===== config.mk =====
export PLATFORM = sky130hd
export DESIGN_NAME = axis_frame_arbiter
export DESIGN_NICKNAME = d
export VERILOG_FILES = /design/src/rtl/axis_arb_pkg.sv /design/src/rtl/rr_select.sv /design/src/rtl/axis_frame_arbiter.sv
export SDC_FILE = /design/constraint.sdc
export NUM_CORES = 1
export LEC_CHECK = 0
export BUFFER_PORTS_ARGS = -buffer_cell sky130_fd_sc_hd__buf_2
export CAP_MARGIN = 40
export CORE_MARGIN = 3
export CORE_UTILIZATION = 47
export CTS_CLUSTER_SIZE = 24
export DETAILED_ROUTE_END_ITERATION = 10
export GPL_TIMING_DRIVEN = 1
export PLACE_DENSITY_LB_ADDON = 0.05
export SLEW_MARGIN = 20
export SYNTH_ARGS = -nofsm -noshare
export SYNTH_HDL_FRONTEND = slang
export SYNTH_SLANG_ARGS = --single-unit

===== constraint.sdc =====
create_clock -name clk -period 3.4 [get_ports clk]
set_input_delay 0.68 -clock clk [delete_from_list [all_inputs] [get_ports clk]]
set_output_delay 0.68 -clock clk [all_outputs]
set_load 0.01 [all_outputs]

===== src/rtl/axis_arb_pkg.sv =====
// rtl/axis_arb_pkg.sv - shared types and helpers for the frame arbiter
package axis_arb_pkg;

  typedef enum logic {
    IDLE = 1'b0,
    XFER = 1'b1
  } arb_state_t;

  // Index width for n items, never less than one bit.
  function automatic int clog2(input int n);
    int w;
    w = 1;
    while ((1 << w) < n) w++;
    return w;
  endfunction

endpackage


===== src/rtl/rr_select.sv =====
// rtl/rr_select.sv - combinational round-robin picker over a doubled request vector
module rr_select
  import axis_arb_pkg::*;
#(
  parameter int PORTS = 4,
  parameter int IDX_W = clog2(PORTS)
) (
  input  logic [PORTS-1:0] req,
  input  logic [IDX_W-1:0] last,
  output logic             any,
  output logic [IDX_W-1:0] idx
);

  logic [2*PORTS-1:0] dbl;
  logic [IDX_W:0]     pos;

  assign dbl = {req, req};
  assign any = |req;

  // Walk from farthest to nearest so the first hit after last wins.
  always_comb begin
    idx = '0;
    pos = '0;
    for (int k = PORTS; k >= 1; k--) begin
      pos = {1'b0, last} + (IDX_W+1)'(k);
      if (int'(pos) < 2*PORTS && dbl[pos]) begin
        if (int'(pos) >= PORTS) idx = IDX_W'(int'(pos) - PORTS);
        else                    idx = IDX_W'(pos);
      end
    end
  end

endmodule


===== src/rtl/axis_frame_arbiter.sv =====
// rtl/axis_frame_arbiter.sv - frame-granular round-robin arbiter onto one registered AXI-stream output
module axis_frame_arbiter
  import axis_arb_pkg::*;
#(
  parameter int PORTS      = 4,
  parameter int DATA_WIDTH = 8
) (
  input  logic                        clk,
  input  logic                        rst_n,
  input  logic [PORTS*DATA_WIDTH-1:0] input_axis_tdata,
  input  logic [PORTS-1:0]            input_axis_tvalid,
  output logic [PORTS-1:0]            input_axis_tready,
  input  logic [PORTS-1:0]            input_axis_tlast,
  output logic [DATA_WIDTH-1:0]       output_axis_tdata,
  output logic                        output_axis_tvalid,
  input  logic                        output_axis_tready,
  output logic                        output_axis_tlast,
  output logic                        grant_valid,
  output logic [clog2(PORTS)-1:0]     grant_index
);

  localparam int IDX_W = clog2(PORTS);

  arb_state_t            state, state_next;
  logic [IDX_W-1:0]      last_grant;
  logic                  req_any;
  logic [IDX_W-1:0]      pick;
  logic                  can_load;
  logic                  accept;
  logic                  sel_valid;
  logic                  sel_last;
  logic [DATA_WIDTH-1:0] sel_data;

  rr_select #(
    .PORTS(PORTS),
    .IDX_W(IDX_W)
  ) u_rr_select (
    .req  (input_axis_tvalid),
    .last (last_grant),
    .any  (req_any),
    .idx  (pick)
  );

  always_comb begin
    sel_valid = 1'b0;
    sel_last  = 1'b0;
    sel_data  = '0;
    for (int i = 0; i < PORTS; i++) begin
      if (grant_index == IDX_W'(i)) begin
        sel_valid = input_axis_tvalid[i];
        sel_last  = input_axis_tlast[i];
        sel_data  = input_axis_tdata[i*DATA_WIDTH +: DATA_WIDTH];
      end
    end
  end

  assign can_load    = output_axis_tready | ~output_axis_tvalid;
  assign accept      = (state == XFER) & can_load & sel_valid;
  assign grant_valid = (state == XFER);

  always_comb begin
    input_axis_tready = '0;
    if (state == XFER) begin
      for (int i = 0; i < PORTS; i++) begin
        input_axis_tready[i] = (grant_index == IDX_W'(i)) & can_load;
      end
    end
  end

  always_comb begin
    state_next = state;
    case (state)
      IDLE:    if (req_any) state_next = XFER;
      XFER:    if (accept && sel_last) state_next = IDLE;
      default: state_next = IDLE;
    endcase
  end

  // last_grant starts at PORTS-1 so the first search begins at port 0.
  always_ff @(posedge clk or negedge rst_n) begin
    if (!rst_n) begin
      state       <= IDLE;
      grant_index <= '0;
      last_grant  <= IDX_W'(PORTS - 1);
    end else begin
      state <= state_next;
      if (state == IDLE && req_any) begin
        grant_index <= pick;
        last_grant  <= pick;
      end
    end
  end

  always_ff @(posedge clk or negedge rst_n) begin
    if (!rst_n) begin
      output_axis_tvalid <= 1'b0;
      output_axis_tdata  <= '0;
      output_axis_tlast  <= 1'b0;
    end else if (accept) begin
      output_axis_tvalid <= 1'b1;
      output_axis_tdata  <= sel_data;
      output_axis_tlast  <= sel_last;
    end else if (can_load) begin
      output_axis_tvalid <= 1'b0;
    end
  end

endmodule

Word level (Yosys, flattened, before mapping)
Cells that the tools add are included.
- $add $sub $neg: 8
- reductions and logical operators: 5
- eq/ne operators: 3
- multiplexer cells: 34
- magnitude comparators: 8
- bitwise operators: 9
- operators with widths (cell ; count):
    8-bit 2-to-1 mux ; 4
    3-bit by 4-bit < comparator with 1-bit output, second input constant ; 4
    1-bit 2-to-1 mux ; 16
    2-bit 2-to-1 mux ; 8
    1-bit binary-select mux with 3-bit select ; 4
    3-bit >= comparator, second input constant ; 4
    2-bit by 1-bit subtractor with 2-bit output, second input constant ; 4
    2-bit by 2-bit adder with 3-bit output, second input constant ; 2
    1-bit AND ; 6
    2-bit equality test, second input constant ; 2
    4-bit 2-to-1 mux ; 1
    4-bit OR reduction ; 1
    2-bit by 1-bit adder with 3-bit output, second input constant ; 1
    2-bit by 3-bit adder with 3-bit output, second input constant ; 1
    2-bit by 1-bit equality test with 1-bit output, second input constant ; 1
    1-bit logical AND ; 2
    2-bit zero test ; 1
    1-bit NOT ; 2
    1-bit case mux with 2 select lines ; 1
    2-bit nonzero test ; 1
    1-bit bitwise OR ; 1
- output and inout bits: 17
- word-level logic and storage cells: 73
- register bits after elaboration: 15
- input port bits: 43

Depth between registers and ports, before layout
- word-level depth: 9
- mapped depth: 5
- gate-level depth less buffers: 5

Modules after synthesis
From an unflattened synthesis, not the netlist that was laid out.
- cells, all modules: 84
- area total of the unflattened synthesis: 1076.0 µm²
- modules (own cells, without submodules) (module ; times used ; sequential area each (µm²) ; cells an instance ; area an instance (µm²)):
    axis_frame_arbiter ; 1 ; 377.9 ; 59 ; 898.4
    rr_select ; 1 ; 0.0 ; 25 ; 177.7

Least setup slack after synthesis
No wires, ideal clock.
- path kind: input-to-output
- start point: input output_axis_tready
- end point: output input_axis_tready[3]
- stages on the path: 3
- arrival time: 1.402 ns
- slack: 1.318 ns
- data required time: 2.720 ns
- cells stage by stage: or2b_2 and2_1 and3_1
- longest elaborated chain between the ends: 3
- ends and longest elaborated chain (item ; RTL line ; text):
    from (decl) ; axis_frame_arbiter.sv:16 ; input logic output_axis_tready,
    1-bit bitwise OR ; axis_frame_arbiter.sv:57 ; assign can_load = output_axis_tready | ~output_axis_tvalid;
    1-bit AND ; axis_frame_arbiter.sv:65 ; input_axis_tready[i] = (grant_index == IDX_W'(i)) & can_load;
    4-bit 2-to-1 mux ; axis_frame_arbiter.sv:63 ; if (state == XFER) begin
    to (decl) ; axis_frame_arbiter.sv:12 ; output logic [PORTS-1:0] input_axis_tready,
Every way passes these cells.

Worst setup path in the final report
- start point: input output_axis_tready
- end point: output input_axis_tready[0]
Same word-level chain as after synthesis.

==> metrics.cfg <==
[pwr]
leakagePower_nw = 0.693
powerDensity_nw_per_um2 = 837
vdd_ir_drop_max_uv = 614

[synth]
synth_top_area_cell = dfrtp_1
post-synth-top-count-cell = dfrtp_1
ys_seq_area_frac = 0.354
synthTopCellsByArea = dfrtp_1 (31%), mux4_2 (17%), mux2_2 (11%)
async_flop_share = 1.00
syn_area_um2 = 1070
synth_edf_count = 0
syn_area_per_cell_um2 = 13.0
ys_ff_latch = 15
synth.distinct_cells = 28
ys.flop_type = dfrtp_1
synthTopCellsByCount = dfrtp_1 (13), mux2_2 (10), mux4_2 (8), nand2_1 (8), nor2_1 (5)
synth_fp_nets = 126
synthCells = 82
synth_top_area_frac = 0.305
ys_warn_count = 0

[sta]
max_freq_mhz = 427
finalHoldViolations = 0
setup_viol = 0
setup-tns-final_ns = 0
finalMaxSlewViolations = 0
slew_headroom = 0.519
tightest_slew_ns = 0.722
min_period_ns = 2.34
skew_ns = 0.00371
rsz0062_at_grt = no
min_period_over_period = 0.689

[clocking]
htree_levels = 1
cts_buffers = 3
root_buffer = clkbuf_4
post_cts_buffers = 0
cts_tree = built
cts_hold_buf = 0
cts_resized = 0
cts.sinks = 15
clk_pin_slew_worst_paths_ns = 0.09
clk-insertion-delay-late_ns = 0.28
cts_buffer_depth = 2

[critical_path]
cpMaxStageDelayCell = or2b_2
cp_top_family = simple AND/OR/NAND/NOR gates
cp.required_ns = 2.72
reg2reg_depth = 3
worst-path-stages = 5
path_cells = buf_2 > or2b_2 > and2_1 > nor3b_1 > buf_2
crit_buf_inv = 2
startpoint_type = input port
crit_type = input port to primary output
critPathCaptureType = primary output
worstPathArrival_ns = 1.66
cp_max_fo = 5
reg2reg_slack_ns = 1.29
slowest_delay_ns = 0.33
cp_common_cell = buf_2

[job]
maxCapViolations = 0

[floorplan]
initial_core_util = 0.517
io_pins = 60
die_h_um = 53.6
rows = 16
dieArea_um2 = 2880
die_w_um = 53.6
core_um2 = 2060

[grt]
grt-ovfl-total = 0
grt_pass1_vias = 874
antenna_found_initial = 0
grt_max_degree = 17
grt_pass1_wl_mm = 3.96
grt_use_total = 0.191

[routing]
totalWireLength_mm = 2.51
drt_iter0_drc = 18
vias_per_cell = 5.54
dr.pass1.iters = 4
ant_nets = 0
post_drt_wl_per_cell_um = 14.9
vias = 931
detail_route.drc_violations = 0

[outcome]
status = finished clean

[finish]
nets = 186
drive_gt1_frac = 0.596
syn2layout_area_growth_pct = 29.6
final_core_util = 0.670
diodes = 0

[hold_path]
hold_class = input port to asynchronous set/reset pin

[place]
gp_congestion = 0.789
io_buffer_count = 59
dp_hpwl_mm = 1.98

-- worst register-to-register path, cell delays in order, from the launching register on --
cell and delay (ns):
dfrtp_1 0.82, mux4_2 0.64, nand3_4 0.18, mux2_2 0.36
-- metal layers --
layer  GRT usage  part of all wire  vias to the layer above
li1            -                 -                      439
met1       0.220              0.39                      453
met2       0.351              0.53                       37
met3      0.0526             0.079                        2
met4      0.0383            0.0028                        0
met5           0                 0                        -
-- through the flow --
stage               power (mW)  instances  hold WS, ns  area, µm²  setup slack, ns
global placement          1.04        164        0.459       1360             1.09
detailed placement        1.07        164        0.463       1360             1.06
finish                    1.16        168        0.286       1380             1.06
global route              1.25        168        0.294       1380             1.02
CTS                       1.17        168        0.291       1380             1.05
floorplan                0.892         82        0.384       1070             1.32
-- power by group --
group          switching, mW  internal [mW]
Combinational          0.263          0.377
Sequential             0.134          0.280
Clock                 0.0570         0.0455
Total                  0.454          0.703
-- layout make-up --
class                           instances  area, µm²
Clock buffer                            4       26.3
Fill cell                             177        681
Inverter                                3       11.3
Multi-Input combinational cell         60        637
Sequential cell                        15        378
Tap cell                               27       33.8
Timing Repair Buffer                   59        295
-- registers in the layout, indices dropped and copies added (netlist names) --
signal,cells
grant_index,2
last_grant,2
output_axis_tvalid,1
output_axis_tlast,1
output_axis_tdata,8
grant_valid,1
-- cells by family after synthesis --
kind of cell | share of synthesized area
AOI/OAI and AO/OA | 0.0751
muxes | 0.392
DFF | 0.354
and+or+nand+nor | 0.119
adders and majority gates | 0.0117
buffers and inverters | 0.0481
-- worst paths after layout --
check | start | end
hold reg to reg | output_axis_tlast | output_axis_tlast
hold / removal | rst_n | grant_valid
setup / recovery | output_axis_tready | input_axis_tready[0]
setup reg to reg | grant_index[0] | output_axis_tdata[7]
min in group clk | output_axis_tlast | output_axis_tlast
max in group asynchronous | rst_n | last_grant[1]
-- placed cells by master (no fill, tap or decap), drive strengths merged, types with 2 or more instances in the layout --
master,netlist,layout
nor2,5,5
nand3,2,2
and2,2,2
nand2,8,8
mux2,10,10
clkbuf,2,4
a21o,3,3
a21oi,4,4
dfstp,2,2
nor2b,2,2
buf,2,59
mux4,12,12
mux2i,2,2
dfrtp,13,13
inv,3,3
Note: power is estimated with default switching activity, not from simulation.
